--- src/rtl/mem_arbiter_pkg.sv ---
// Shared types for the instruction/data Avalon memory arbiter.
package codes;

  typedef logic [31:0] size_t;

  typedef enum logic [1:0] {
    IDLE,
    ACCESS,
    RESP,
    ERROR
  } arb_state_t;

  typedef enum logic {
    PORT_IF,
    PORT_D
  } arb_port_t;

  localparam logic [3:0] BE_FULL_WORD = 4'b1111;

endpackage

--- src/rtl/mem_arbiter_watchdog.sv ---
// bus_watchdog: counts waitrequest-stalled bus cycles and flags expiry on the
// cycle the count reaches TIMEOUT_CYCLES (used only with AVALON_TIMEOUT_EN).
module bus_watchdog #(
  parameter int unsigned TIMEOUT_CYCLES = 255
) (
  input  logic clk,
  input  logic reset,
  input  logic enable,
  input  logic clear,
  output logic expired
);

  logic [7:0] count;

  always_ff @(posedge clk) begin
    if (reset || clear) begin
      count <= '0;
    end else if (enable) begin
      count <= count + 8'd1;
    end
  end

  // Fires during the TIMEOUT_CYCLES-th stalled cycle so the owner leaves on that edge.
  assign expired = enable && (count == 8'(TIMEOUT_CYCLES - 1));

endmodule

--- src/rtl/mem_arbiter.sv ---
// Two-port (fetch/data) arbiter onto a single Avalon-MM master, data priority.
// Optional bus timeout watchdog enabled by defining AVALON_TIMEOUT_EN.
module mem_arbiter
  import codes::*;
#(
  parameter int unsigned TIMEOUT_CYCLES = 255
) (
  input  logic        clk,
  input  logic        reset,
  input  logic        if_req_i,
  input  logic [31:0] if_addr_i,
  output logic [31:0] if_rdata_o,
  output logic        if_valid_o,
  input  logic        d_req_i,
  input  logic        d_we_i,
  input  logic [31:0] d_addr_i,
  input  logic [31:0] d_wdata_i,
  input  logic [3:0]  d_byteen_i,
  output logic [31:0] d_rdata_o,
  output logic        d_valid_o,
  output logic        stall_o,
  output logic [31:0] address,
  output logic        read,
  output logic        write,
  output logic [31:0] writedata,
  output logic [3:0]  byteenable,
  input  logic        waitrequest,
  input  logic [31:0] readdata,
  output logic        timeout_o
);

  if (TIMEOUT_CYCLES < 1 || TIMEOUT_CYCLES > 255) begin : g_bad_timeout
    $error("mem_arbiter: TIMEOUT_CYCLES must be in 1..255");
  end

  arb_state_t state, state_next;
  arb_port_t  port_q;
  size_t      addr_q, wdata_q, if_rdata_q, d_rdata_q;
  logic [3:0] be_q;
  logic       we_q;
  logic       grant_d, grant_if;
  logic       wd_expired;

  always_ff @(posedge clk) begin
    if (reset) begin
      state <= IDLE;
    end else begin
      state <= state_next;
    end
  end

  always_comb begin
    state_next = state;
    grant_d    = 1'b0;
    grant_if   = 1'b0;
    case (state)
      IDLE: begin
        if (d_req_i) begin
          grant_d    = 1'b1;
          state_next = ACCESS;
        end else if (if_req_i) begin
          grant_if   = 1'b1;
          state_next = ACCESS;
        end
      end
      ACCESS: begin
        if (!waitrequest) begin
          state_next = RESP;
        end else if (wd_expired) begin
          state_next = ERROR;
        end
      end
      RESP:    state_next = IDLE;
      ERROR:   state_next = ERROR;
      default: state_next = IDLE;
    endcase
  end

  always_ff @(posedge clk) begin
    if (reset) begin
      port_q     <= PORT_IF;
      addr_q     <= '0;
      wdata_q    <= '0;
      be_q       <= '0;
      we_q       <= 1'b0;
      if_rdata_q <= '0;
      d_rdata_q  <= '0;
    end else begin
      if (grant_d) begin
        port_q  <= PORT_D;
        addr_q  <= d_addr_i;
        wdata_q <= d_wdata_i;
        be_q    <= d_byteen_i;
        we_q    <= d_we_i;
      end else if (grant_if) begin
        port_q  <= PORT_IF;
        addr_q  <= if_addr_i;
        wdata_q <= '0;
        be_q    <= BE_FULL_WORD;
        we_q    <= 1'b0;
      end
      if (state == ACCESS && !waitrequest) begin
        if (port_q == PORT_D) begin
          d_rdata_q <= readdata;
        end else begin
          if_rdata_q <= readdata;
        end
      end
    end
  end

`ifdef AVALON_TIMEOUT_EN
  bus_watchdog #(
    .TIMEOUT_CYCLES(TIMEOUT_CYCLES)
  ) u_watchdog (
    .clk    (clk),
    .reset  (reset),
    .enable (state == ACCESS && waitrequest),
    .clear  (grant_d || grant_if),
    .expired(wd_expired)
  );

  assign timeout_o = (state == ERROR);
`else
  assign wd_expired = 1'b0;
  assign timeout_o  = 1'b0;
`endif

  assign read       = (state == ACCESS) && !we_q;
  assign write      = (state == ACCESS) && we_q;
  assign address    = addr_q;
  assign writedata  = wdata_q;
  assign byteenable = be_q;

  assign if_valid_o = (state == RESP) && (port_q == PORT_IF);
  assign d_valid_o  = (state == RESP) && (port_q == PORT_D);
  assign if_rdata_o = if_rdata_q;
  assign d_rdata_o  = d_rdata_q;

  assign stall_o = (if_req_i | d_req_i) & ~(if_valid_o | d_valid_o);

endmodule
--- config.mk ---
export PLATFORM = sky130hd
export DESIGN_NAME = mem_arbiter
export DESIGN_NICKNAME = d
export VERILOG_FILES = /design/src/rtl/mem_arbiter_pkg.sv /design/src/rtl/mem_arbiter_watchdog.sv /design/src/rtl/mem_arbiter.sv
export SDC_FILE = /design/constraint.sdc
export NUM_CORES = 1
export LEC_CHECK = 0
export BUFFER_PORTS_ARGS = -buffer_cell sky130_fd_sc_hd__buf_2
export CAP_MARGIN = 20
export CORE_MARGIN = 8
export CORE_UTILIZATION = 35
export DETAILED_ROUTE_END_ITERATION = 10
export HOLD_SLACK_MARGIN = 0.05
export PLACE_DENSITY = 0.66
export SLEW_MARGIN = 20
export SYNTH_ARGS = -nofsm -noshare
export SYNTH_HDL_FRONTEND = slang
export SYNTH_HIERARCHICAL = 1
export SYNTH_SLANG_ARGS = --single-unit
--- constraint.sdc ---
create_clock -name clk -period 1.47 [get_ports clk]
set_input_delay 0.147 -clock clk [delete_from_list [all_inputs] [get_ports clk]]
set_output_delay 0.147 -clock clk [all_outputs]
set_load 0.02 [all_outputs]
==> metrics.md, run 1 <==
| Metric | Value |
|---|---|
| Core ar. | roughly 15,000 um2 |
| Unique masters post-synth | 28 |
| Worst vdd ir | roughly 0.00082 V |
| Worst-path cell chain | inv_2 -> ha_2 -> buf_4 -> or3b_4 -> buf_12 -> nand2_1 -> a21oi_2 |
| Drt drc | 0 |
| Clock buffer count from CTS | 17 |
| PortBufs | around 270 |
| Clk_lat worst skew | 0.41 ns |
| Setup Viol. Count Final | 11 |
| Yosys warnings | 6 |
| Crit-path slowest cell | or3b_4 |
| Buffers & Inverters on Critical Path | 3 |
| Synth area leaders | dfxtp_1 51%, nand2_1 9.1%, nor2_1 7.5%, a21oi_1 6.2%, a22o_1 5.0% |
| Final ANT Viol Nets | 0 |
| Final Max Tran Viols | 0 |
| Number of synthesized register bits | 136 |
| Cells after Synth | between 600 and 700 |
| Setup TNS | -0.0813 ns |
| Arr. time, crit path | around 1.8 ns |
| Nets@finish | between 1,000 and 1,500 |
| HPWL after DPL | between 10,000 and 15,000 um |
| Vias/cell | 4.79 |
| Outcome | complete, but fails checks |
| Failing checks | setup timing |
| Initial DRC count | 203 |
| Max incr delay on CP | 0.38 ns |
| Num rows | 45 |
| Final Cell Area | around 8500 um2 |
| CP Launch Type | flip-flop |
| Final Hold Vio Count | 0 |
| Tcrit/Tclk final | 1.01 |
| Main synth FF type | dfxtp_1 |
| DIE AREA | 19,600 um2 |
| Async S/R FF share, synth | 0 |
| Sink Count | 136 |
| Multiplexer area fraction after synthesis | 0.00186 |
| Largest net degree at the start of global routing | 60 |
| Synth Area in Adders | 0.0116 |
| Final GP Congestion | between 0.7 and 0.8 |
| Clock Tree Root | clkbuf_16 |
| Initial antenna violation count | 1 |
| Share of the synthesized area in the top cell type | 0.506 |
| Synthesized area per cell | between 8 and 9 um2 |
| First-pass GRT wire length | 29,200 um |
| Max-Cap Viols | 0 |
| I/O pin total | approximately 280 |
| Clock period minus worst slack | 1.48 ns |
| WL/cell | 15.8 um |
| Mapped Nets | approximately 800 |
| Area leader, netlist | dfxtp_1 |
| Layout cells sized above 1 | 0.370 |
| Routed vias | ~5,700 |
| Vias in the first global route | around 5,600 |
| Dpl cell area | around 7000 um2 |
| Largest family of logic cells by synthesized area | compound AO/OA/AOI/OAI gates |
| CTS tree | done |
| RSZ-0062 raised after global routing | true |
| EDFF count, synth | 0 |
| Clock tree buffer depth | 2 |
| Core Util, Final | 0.562 |
| GR Util met3 | 0.0836 |
| Initial Util | 0.356 |
| Die Wd | approximately 140 um |
| Met1 Use GR | 0.200 |
| GRT Util Overall | 0.184 |
| Leakage | around 4.0 nW |
| Drt total wl | between 15,000 and 20,000 um |
| Met2 Resource Use GR | 0.306 |
| Clock Pin Slew Worst Setup and Hold Paths | roughly 0.060 ns |
| Synth Area in Compound Gates | 0.215 |
| Busiest layer in global routing | met2 |
| Synth Area in Simple Gates | 0.185 |
| Share of the yosys chip area belonging to registers | 0.506 |
| Synthesized area | between 5000 and 6000 um2 |
| Area Overhead vs Synth | 57.6% |
| Htree depth | 4 |
| Router iterations before antenna repair | 5 |
| CP top delay family | simple AND/OR/NAND/NOR gates |
| Die H | roughly 140 um |
| Worst EP required | about 1.8 ns |
| FMAX | around 670 MHz |
| Final clock skew | roughly 0.0066 ns |
| Setup ws final | -0.0139 ns |
| Grt total ovfl | 0 |
| Xor/xnor cell area share of the yosys netlist | 0 |
| CP Max Fanout | 32 |
| HP Class | in2reg |
| Worst setup EP type | flip-flop |
| Crit Path Class | reg2reg |
| P per Cell Area | around 1600 nW/um2 |
-- cell families (layout without fill, tap and decap cells) --
logic type / Yosys count / after routing
simple gates: 253 / 253
compound gates: 167 / 167
flops: 136 / 136
buf+inv: 89 / 437
fa+ha+maj: 5 / 5
other cells: 1 / 2
mux: 1 / 1
-- cell type report --
type                       instances  area (um2)
antenna                            1        2.50
clock buffer                      20         467
clock inverter                    12         113
fill                            1393        6610
inverter                          33         124
multi-input combinational        427        2320
sequential                       136        2730
tap                              188         235
timing repair buffer             372        2490
-- tightest hold or removal path: cells and delay by family --
family                 cells  cell delay [ns]
AOI/OAI and AO/OA          2             0.18
buffers and inverters      2             0.13
-- routing by layer --
| layer | wire length (um) | up-vias |
|---|---|---|
| li1 | - | 2842 |
| met1 | 7610 | 2603 |
| met2 | 8970 | 225 |
| met4 | 375 | 0 |
| met3 | 1880 | 31 |
| met5 | 0 | - |
-- registers in the layout, summed over array words and instances (netlist names) --
name,flops
port_q,1
we_q,1
if_rdata_o,32
writedata,32
state,2
byteenable,4
d_rdata_o,32
address,32
-- synth_stat cells (all sizes together), types with 4 or more instances --
| master | n |
|---|---|
| dfxtp | 136 |
| nand2 | 130 |
| nor2 | 108 |
| a21oi | 67 |
| buf | 34 |
| a211oi | 33 |
| a22oi | 33 |
| inv | 33 |
| a22o | 31 |
| clkbuf | 22 |
| ha | 5 |
| nor3 | 4 |
-- where the power goes --
group	total (mW)	switching, mW	internal (mW)
Sequential	4.74	0.363	4.38
Combinational	5.00	3.01	1.99
Clock	4.12	1.64	2.48
-- path summary, 6_finish.rpt --
check / to / startpoint / cells past startpoint / slack [ns]
max: if_rdata_o[9]$_SDFFE_PP0P_ / state[1]$_SDFFE_PP0P_ / 7 / -0.01
min: address[16]$_SDFFE_PP0P_ / d_addr_i[16] / 4 / 0.1
max reg2reg: if_rdata_o[9]$_SDFFE_PP0P_ / state[1]$_SDFFE_PP0P_ / 7 / -0.01
min reg2reg: if_rdata_o[7]$_SDFFE_PP0P_ / if_rdata_o[7]$_SDFFE_PP0P_ / 2 / 0.45
-- timing repair --
action	in CTS	in global routing
hold buffers	70	0
cloned	0	3
endpoints found under the hold margin	101	0
pin swaps	2	0
resized for setup	18	21
buffers inserted	2	1
setup endpoints to repair	8	119
-- placed cells by master (no fill, tap or decap), types with 4 or more instances in the layout --
cell           Yosys  routed
buf_2             19     268
dfxtp_1          136     134
nand2_1          130     125
nor2_1           108     108
dlygate4sd3_1      0      70
a21oi_1           67      57
a22oi_1           33      33
inv_1             33      31
a22o_1            31      31
a211oi_1          27      27
clkbuf_16          0      19
buf_4             10      14
a21oi_2            0      10
buf_12             0      10
buf_6              4       8
a211oi_2           6       6
nand2_2            0       5
inv_6              0       5
nor3_1             4       4
-- per-stage QoR --
step	worst slack, ns	std cells	hold WS (ns)	power [mW]
floorplan	0.0149	652	0.283	7.73
global placement	0.0669	1080	0.380	9.32
detailed placement	-0.0108	1080	0.391	9.37
CTS	-0.0422	1184	0.0736	13.8
global route	-0.0740	1189	0.0955	14.7
finish	-0.0139	1189	0.0977	13.9
Power figures use the tool's default switching activity.
==> inputs of run 2 (changes only) <==
--- a/config.mk
+++ b/config.mk
@@ -10,7 +10,7 @@
 export CORE_MARGIN = 8
 export CORE_UTILIZATION = 35
 export DETAILED_ROUTE_END_ITERATION = 10
-export HOLD_SLACK_MARGIN = 0.05
+export HOLD_SLACK_MARGIN = 0.1
 export PLACE_DENSITY = 0.66
 export SLEW_MARGIN = 20
 export SYNTH_ARGS = -nofsm -noshare
==> metrics.md, run 2 (same netlist as run 1, synthesis figures left out) <==
| Metric | Value |
|---|---|
| Reg2Reg Launch Point | state[1]$_SDFFE_PP0P_ (unchanged) |
| Crit Path Class | reg2out (was reg2reg) |
| Worst EP required | 1.32 ns (was 1.77 ns) |
| WL/cell | 15.8 um (about the same) |
| Clock buffer count from CTS | 17 (unchanged) |
| Routed vias | 5,789 (was 5,701) |
| Max incr delay on CP | 0.33 ns (was 0.38 ns) |
| Register area | 2730 um2 (unchanged) |
| Area Overhead vs Synth | 61.5% (was 57.6%) |
| RSZ-0062 raised after global routing | true (unchanged) |
| Nets@finish | 1,151 (was 1,130) |
| Clock tree buffer depth | 2 (unchanged) |
| Pwr Total | 13.9 mW (about the same) |
| Clock Tree Root | clkbuf_16 (unchanged) |
| Layout cells sized above 1 | 0.362 (was 0.370) |
| I/O pin total | 276 (unchanged) |
| Die H | 140 um (unchanged) |
| Drt drc | 0 (unchanged) |
| Clock period minus worst slack | 1.48 ns (about the same) |
| Largest net degree at the start of global routing | 60 (unchanged) |
| HPWL after DPL | 12,700 um (unchanged) |
| Clock Pin Slew Worst Setup and Hold Paths | 0.06 ns (about the same) |
| Commonest non-fill, non-tap cell in the layout | buf_2 (unchanged) |
| CP startpoint | state[1]$_SDFFE_PP0P_ (unchanged) |
| Clk_lat worst skew | 0.41 ns (about the same) |
| Buffers & Inverters on Critical Path | 3 (unchanged) |
| Drt total wl | 19,100 um (was 18,800 um) |
| Setup Viol. Count Final | 13 (was 11) |
| Crit path to | write (was if_rdata_o[9]$_SDFFE_PP0P_) |
| HP Class | in2reg (unchanged) |
| Htree depth | 4 (unchanged) |
| Final Hold Vio Count | 0 (unchanged) |
| Leakage | 4.10 nW (was 4.01 nW) |
| R2R depth | 7 (unchanged) |
| PortBufs | 274 (unchanged) |
| Final Max Tran Viols | 0 (unchanged) |
| Initial Util | 0.356 (unchanged) |
| Final ANT Viol Nets | 0 (unchanged) |
| Initial DRC count | 204 (was 203) |
| Sink Count | 136 (unchanged) |
| Worst-path cell chain | inv_2 -> ha_2 -> buf_6 -> and2_4 -> buf_6 (was inv_2 -> ha_2 -> buf_4 -> or3b_4 -> buf_12 -> nand2_1 -> a21oi_2) |
| Core ar. | 15,100 um2 (unchanged) |
| Grt total ovfl | 0 (unchanged) |
| Router iterations before antenna repair | 4 (was 5) |
| Outcome | complete, but fails checks (unchanged) |
| Most frequent cells in the layout | 268 x buf_2, 134 x dfxtp_1, 125 x nand2_1 (unchanged) |
| Vias in the first global route | 5,701 (was 5,595) |
| First-pass GRT wire length | 29,700 um (was 29,200 um) |
| R2R setup slack | -0.01 ns (about the same) |
| Worst vdd ir | 0.000817 V (was 0.000815 V) |
| Final GP Congestion | 0.774 (unchanged) |
| CP top delay family | flip-flops (was simple AND/OR/NAND/NOR gates) |
| Final clock skew | 0.00712 ns (was 0.00663 ns) |
| Critical path depth | 5 (was 7) |
| Crit-path slowest cell | dfxtp_2 (was or3b_4) |
| Max-Cap Viols | 0 (unchanged) |
| # fillers | 1,358 (was 1,393) |
| Multi-input gate area | 2320 um2 (unchanged) |
| Reg2reg end | if_rdata_o[9]$_SDFFE_PP0P_ (unchanged) |
| Die Wd | 140 um (unchanged) |
| GRT Util Overall | 0.186 (was 0.184) |
| Finished Layout Cells | 1,210 (was 1,189) |
| FMAX | 674 MHz (about the same) |
| Setup ws final | -0.0134 ns (was -0.0139 ns) |
| P per Cell Area | 1600 nW/um2 (was 1640 nW/um2) |
| Arr. time, crit path | 1.34 ns (was 1.79 ns) |
| Tcrit/Tclk final | 1.01 (about the same) |
| Most frequent CP cell | buf_6 |
| Worst setup EP type | output pin (was flip-flop) |
| CTS tree | done (unchanged) |
| DIE AREA | 19,600 um2 (unchanged) |
| Failing checks | setup timing (unchanged) |
| Vias/cell | 4.78 (was 4.79) |
| Initial antenna violation count | 1 (unchanged) |
| CP Launch Type | flip-flop (unchanged) |
| Inst Count DP | 1,080 (unchanged) |
| Num rows | 45 (unchanged) |
| CP Max Fanout | 4 (was 32) |
| Setup TNS | -0.0851 ns (was -0.0813 ns) |
## run 2: cell types whose count changed in the layout (fill, tap and decap cells not counted), sizes merged
cell | before | now
dlygate4sd3 | 70 | 91
## run 2: worst min path at each step
stage                            start                           to  slack, ns  cells after the start
final                      waitrequest        state[0]$_SDFFE_PP0P_       0.12                      3
after floorplan           readdata[10]  if_rdata_o[10]$_SDFFE_PP0P_       0.28                      2
after detailed placement  d_wdata_i[9]    writedata[9]$_SDFFE_PP0P_       0.39                      3
after CTS                 d_addr_i[13]     address[13]$_SDFFE_PP0P_       0.11                      4
after global placement    d_wdata_i[8]    writedata[8]$_SDFFE_PP0P_       0.38                      3
after global routing      if_addr_i[8]      address[8]$_SDFFE_PP0P_       0.13                      4
## run 2: worst register-to-register path, stage by stage (launching register included)
cell     delay (ns)
dfxtp_2        0.32
inv_2          0.05
ha_2           0.17
buf_4          0.10
or3b_4         0.38
buf_12         0.18
nand2_1        0.12
a21oi_2        0.06
## run 2: stage by stage
stage / setup WS [ns] / instance area, um2 / hold WS (ns) / utilization
global placement: 0.0669 / 6990 / 0.380 / 0.463
floorplan: 0.0149 / 5390 / 0.283 / -
detailed placement: -0.0108 / 6990 / 0.391 / 0.463
CTS: -0.0422 / 8550 / 0.105 / 0.566
finish: -0.0134 / 8690 / 0.123 / 0.576
global route: -0.0740 / 8690 / 0.126 / 0.576
## run 2: power by group
part           switching (mW)  internal [mW]  leakage, nW
clock network            1.65           2.48        0.284
logic                    3.01           2.03         2.70
registers               0.363           4.38         1.11
total                    5.02           8.89         4.10
## run 2: routing by layer
| layer | routed length, um | track usage | up-vias |
|---|---|---|---|
| met4 | 418 | 0.0794 | 0 |
| met5 | 0 | 0 | - |
| met2 | 9100 | 0.308 | 223 |
| met3 | 1860 | 0.0849 | 33 |
| li1 | - | - | 2883 |
| met1 | 7720 | 0.203 | 2650 |
## run 2: timing repair
| item | 4_1_cts | 5_1_grt |
|---|---|---|
| endpoints found under the setup margin | 8 | 119 |
| hold buffers | 91 | 0 |
| gates cloned | 0 | 3 |
| setup buffers | 2 | 1 |
| gates resized for setup | 18 | 21 |
| hold endpoints to repair | 122 | 0 |
| pin swaps | 2 | 0 |
## run 2: final cells by class
| class | count | share of cell area |
|---|---|---|
| well taps | 188 | 0.0271 |
| clock buffers | 20 | 0.0537 |
| flip-flops and latches | 136 | 0.314 |
| clock inverters | 12 | 0.0130 |
| diodes | 1 | 0.000288 |
| repair buffers | 393 | 0.311 |
| inverters | 33 | 0.0143 |
| multi-input cells | 427 | 0.267 |
==> inputs of run 3 (changes only) <==
--- a/config.mk
+++ b/config.mk
@@ -5,13 +5,14 @@
 export SDC_FILE = /design/constraint.sdc
 export NUM_CORES = 1
 export LEC_CHECK = 0
+export ABC_AREA = 1
 export BUFFER_PORTS_ARGS = -buffer_cell sky130_fd_sc_hd__buf_2
 export CAP_MARGIN = 20
 export CORE_MARGIN = 8
 export CORE_UTILIZATION = 35
 export DETAILED_ROUTE_END_ITERATION = 10
 export HOLD_SLACK_MARGIN = 0.1
-export PLACE_DENSITY = 0.66
+export PLACE_DENSITY = 0.64
 export SLEW_MARGIN = 20
 export SYNTH_ARGS = -nofsm -noshare
 export SYNTH_HDL_FRONTEND = slang
==> metrics.md, run 3 <==
| Metric | Value |
|---|---|
| Inst Count DP | 1,352 (was 1,080) |
| Tcrit/Tclk final | 1.03 (was 1.01) |
| Drt total wl | 21,700 um (was 19,100 um) |
| Share of the yosys chip area belonging to registers | 0.450 (was 0.506) |
| Number of synthesized register bits | 136 (unchanged) |
| Synthesized area | 6050 um2 (was 5380 um2) |
| Multi-input gate area | 2600 um2 (was 2320 um2) |
| Routed vias | 6,728 (was 5,789) |
| Synthesized area per cell | 6.76 um2 (was 8.25 um2) |
| Setup ws final | -0.0392 ns (was -0.0134 ns) |
| Nets@finish | 1,391 (was 1,151) |
| Pwr Total | 15.4 mW (was 13.9 mW) |
| CTS tree | done (unchanged) |
| Slew at the pin with the worst max-slew slack | 0.508 ns |
| Final Hold Vio Count | 0 (unchanged) |
| Router iterations before antenna repair | 5 (was 4) |
| Vias in the first global route | 6,423 (was 5,701) |
| Layout cells sized above 1 | 0.301 (was 0.362) |
| Commonest non-fill, non-tap cell in the layout | nand2_1 (was buf_2) |
| Initial DRC count | 367 (was 204) |
| Clock Pin Slew Worst Setup and Hold Paths | 0.06 ns (about the same) |
| Clock buffer count from CTS | 17 (unchanged) |
| Final clock skew | 0.00512 ns (was 0.00712 ns) |
| Final GP Congestion | 0.797 (was 0.774) |
| Htree depth | 4 (unchanged) |
| Core ar. | 17,100 um2 (was 15,100 um2) |
| FMAX | 663 MHz (was 674 MHz) |
| Final ANT Viol Nets | 0 (unchanged) |
| Clock tree buffer depth | 2 (unchanged) |
| Crit Path Class | reg2out (unchanged) |
| Die Wd | 148 um (was 140 um) |
| WL/cell | 14.6 um (was 15.8 um) |
| Place WS | -0.0897 ns (was -0.0108 ns) |
| Share of the synthesized area in the top cell type | 0.450 (was 0.506) |
| Clock Tree Root | clkbuf_16 (unchanged) |
| RSZ-0062 raised after global routing | true (unchanged) |
| Sink Count | 136 (unchanged) |
| Synth area leaders | dfxtp_1 45%, nand2_1 21%, inv_1 8.6%, a21oi_1 8.3%, nand4_1 6.6% (was dfxtp_1 51%, nand2_1 9.1%, nor2_1 7.5%, a21oi_1 6.2%, a22o_1 5.0%) |
| Worst setup EP type | output pin (unchanged) |
| DIE AREA | 21,800 um2 (was 19,600 um2) |
| Slew margin rel. | 0.662 |
| P per Cell Area | 1600 nW/um2 (about the same) |
| Num rows | 48 (was 45) |
| Yosys warnings | 6 (unchanged) |
| Area Overhead vs Synth | 58.1% (was 61.5%) |
| GRT Util Overall | 0.181 (was 0.186) |
| PortBufs | 274 (unchanged) |
| Die H | 148 um (was 140 um) |
| Unique masters post-synth | 18 (was 28) |
| HPWL after DPL | 13,500 um (was 12,700 um) |
| Initial antenna violation count | 3 (was 1) |
| Count leader, synth | nand2_1 (was dfxtp_1) |
| Finished Layout Cells | 1,488 (was 1,210) |
| Largest net degree at the start of global routing | 99 (was 60) |
| Initial Util | 0.354 (was 0.356) |
| Max-Cap Viols | 0 (unchanged) |
| Outcome | complete, but fails checks (unchanged) |
| Mapped Nets | 1,039 (was 795) |
| First-pass GRT wire length | 32,500 um (was 29,700 um) |
| Drt drc | 0 (unchanged) |
| Worst vdd ir | 0.000825 V (was 0.000817 V) |
| Most frequent cells after synthesis | 331 x nand2_1, 138 x inv_1, 136 x dfxtp_1 (was 136 x dfxtp_1, 130 x nand2_1, 108 x nor2_1) |
| Async S/R FF share, synth | 0 (unchanged) |
| Arr. time, crit path | 1.36 ns (was 1.34 ns) |
| Leakage | 5.02 nW (was 4.10 nW) |
| EDFF count, synth | 0 (unchanged) |
| I/O pin total | 276 (unchanged) |
| Clock period minus worst slack | 1.51 ns (was 1.48 ns) |
| HP Class | in2reg (unchanged) |
| Worst EP required | 1.32 ns (about the same) |
| Main synth FF type | dfxtp_1 (unchanged) |
| Failing checks | setup timing (unchanged) |
| Final Cell Area | 9570 um2 (was 8690 um2) |
| Final Max Tran Viols | 0 (unchanged) |
| Cells after Synth | 896 (was 652) |
| Register area | 2720 um2 (was 2730 um2) |
| Most frequent cells in the layout | 328 x nand2_1, 269 x buf_2, 135 x dfxtp_1 (was 268 x buf_2, 134 x dfxtp_1, 125 x nand2_1) |
| Setup Viol. Count Final | 23 (was 13) |
| Dpl cell area | 7660 um2 (was 6990 um2) |
| Setup TNS | -0.250 ns (was -0.0851 ns) |
| CP Launch Type | flip-flop (unchanged) |
| Vias/cell | 4.52 (was 4.78) |
| Clk_lat worst skew | 0.41 ns (about the same) |
| CP Max Fanout | 4 (unchanged) |
| Area leader, netlist | dfxtp_1 (unchanged) |
| Grt total ovfl | 0 (unchanged) |
| # fillers | 1,569 (was 1,358) |
run 3: cell count changes in the layout (fill, tap and decap cells not counted), moves of 5 or more:
cell	change
nand2_1	+203
inv_1	+99
nand4_1	+64
nor2_1	-63
a22oi_1	-33
a22o_1	-31
a211oi_1	-27
a21oi_1	+25
a21oi_2	+8
a211oi_2	-6
buf_4	-5
run 3: path summary, 6_finish.rpt:
path | startpoint | to | slack (ns) | cells past startpoint
setup / recovery | state[0]$_SDFFE_PP0P_ | read | -0.04 | 6
hold reg to reg | writedata[19]$_SDFFE_PP0P_ | writedata[19]$_SDFFE_PP0P_ | 0.45 | 2
hold / removal | d_addr_i[27] | address[27]$_SDFFE_PP0P_ | 0.11 | 7
setup reg to reg | state[0]$_SDFFE_PP0P_ | if_rdata_o[25]$_SDFFE_PP0P_ | -0.02 | 8
run 3: layout make-up:
class	instances	area share
repair buffers	398	0.301
diodes	2	0.000523
well taps	225	0.0294
inverters	139	0.0550
multi-input cells	556	0.271
flip-flops and latches	136	0.285
clock inverters	15	0.0135
clock buffers	17	0.0445
run 3: metal layers:
metal / track usage / routed length [um]
met1: 0.219 / 9040
met2: 0.284 / 10000
met3: 0.0712 / 2030
met4: 0.0729 / 609
met5: 0 / 10
run 3: cell families after synthesis:
group / synth area share
adders and majority gates: 0.0103
buffers and inverters: 0.147
AOI/OAI and AO/OA: 0.0887
and+or+nand+nor: 0.304
other: 0.000619
DFF: 0.450
run 3: what timing repair did:
| item | CTS | global route |
|---|---|---|
| pin swaps | 2 | 12 |
| hold endpoints to repair | 118 | 0 |
| endpoints found under the setup margin | 41 | 114 |
| setup buffers | 4 | 0 |
| resized for setup | 28 | 36 |
| hold buffers | 89 | 0 |
| cloned | 1 | 8 |
run 3: critical path, stage by stage, from the launching register on:
cell	delay, ns
dfxtp_2	0.33
buf_6	0.11
ha_4	0.16
buf_12	0.12
inv_2	0.03
nor2_1	0.03
buf_4	0.15
run 3: per-stage QoR:
| step | hold WS [ns] | utilization |
|---|---|---|
| finish | 0.115 | 0.559 |
| global route | 0.133 | 0.559 |
| CTS | 0.100 | 0.541 |
| detailed placement | 0.408 | 0.447 |
| global placement | 0.400 | 0.447 |
| floorplan | 0.295 | - |
run 3: report_power, final:
part	total, mW	leakage, nW	switching (mW)	internal [mW]
clock network	4.01	0.265	1.69	2.32
logic	6.59	3.64	3.95	2.63
registers	4.76	1.11	0.362	4.39
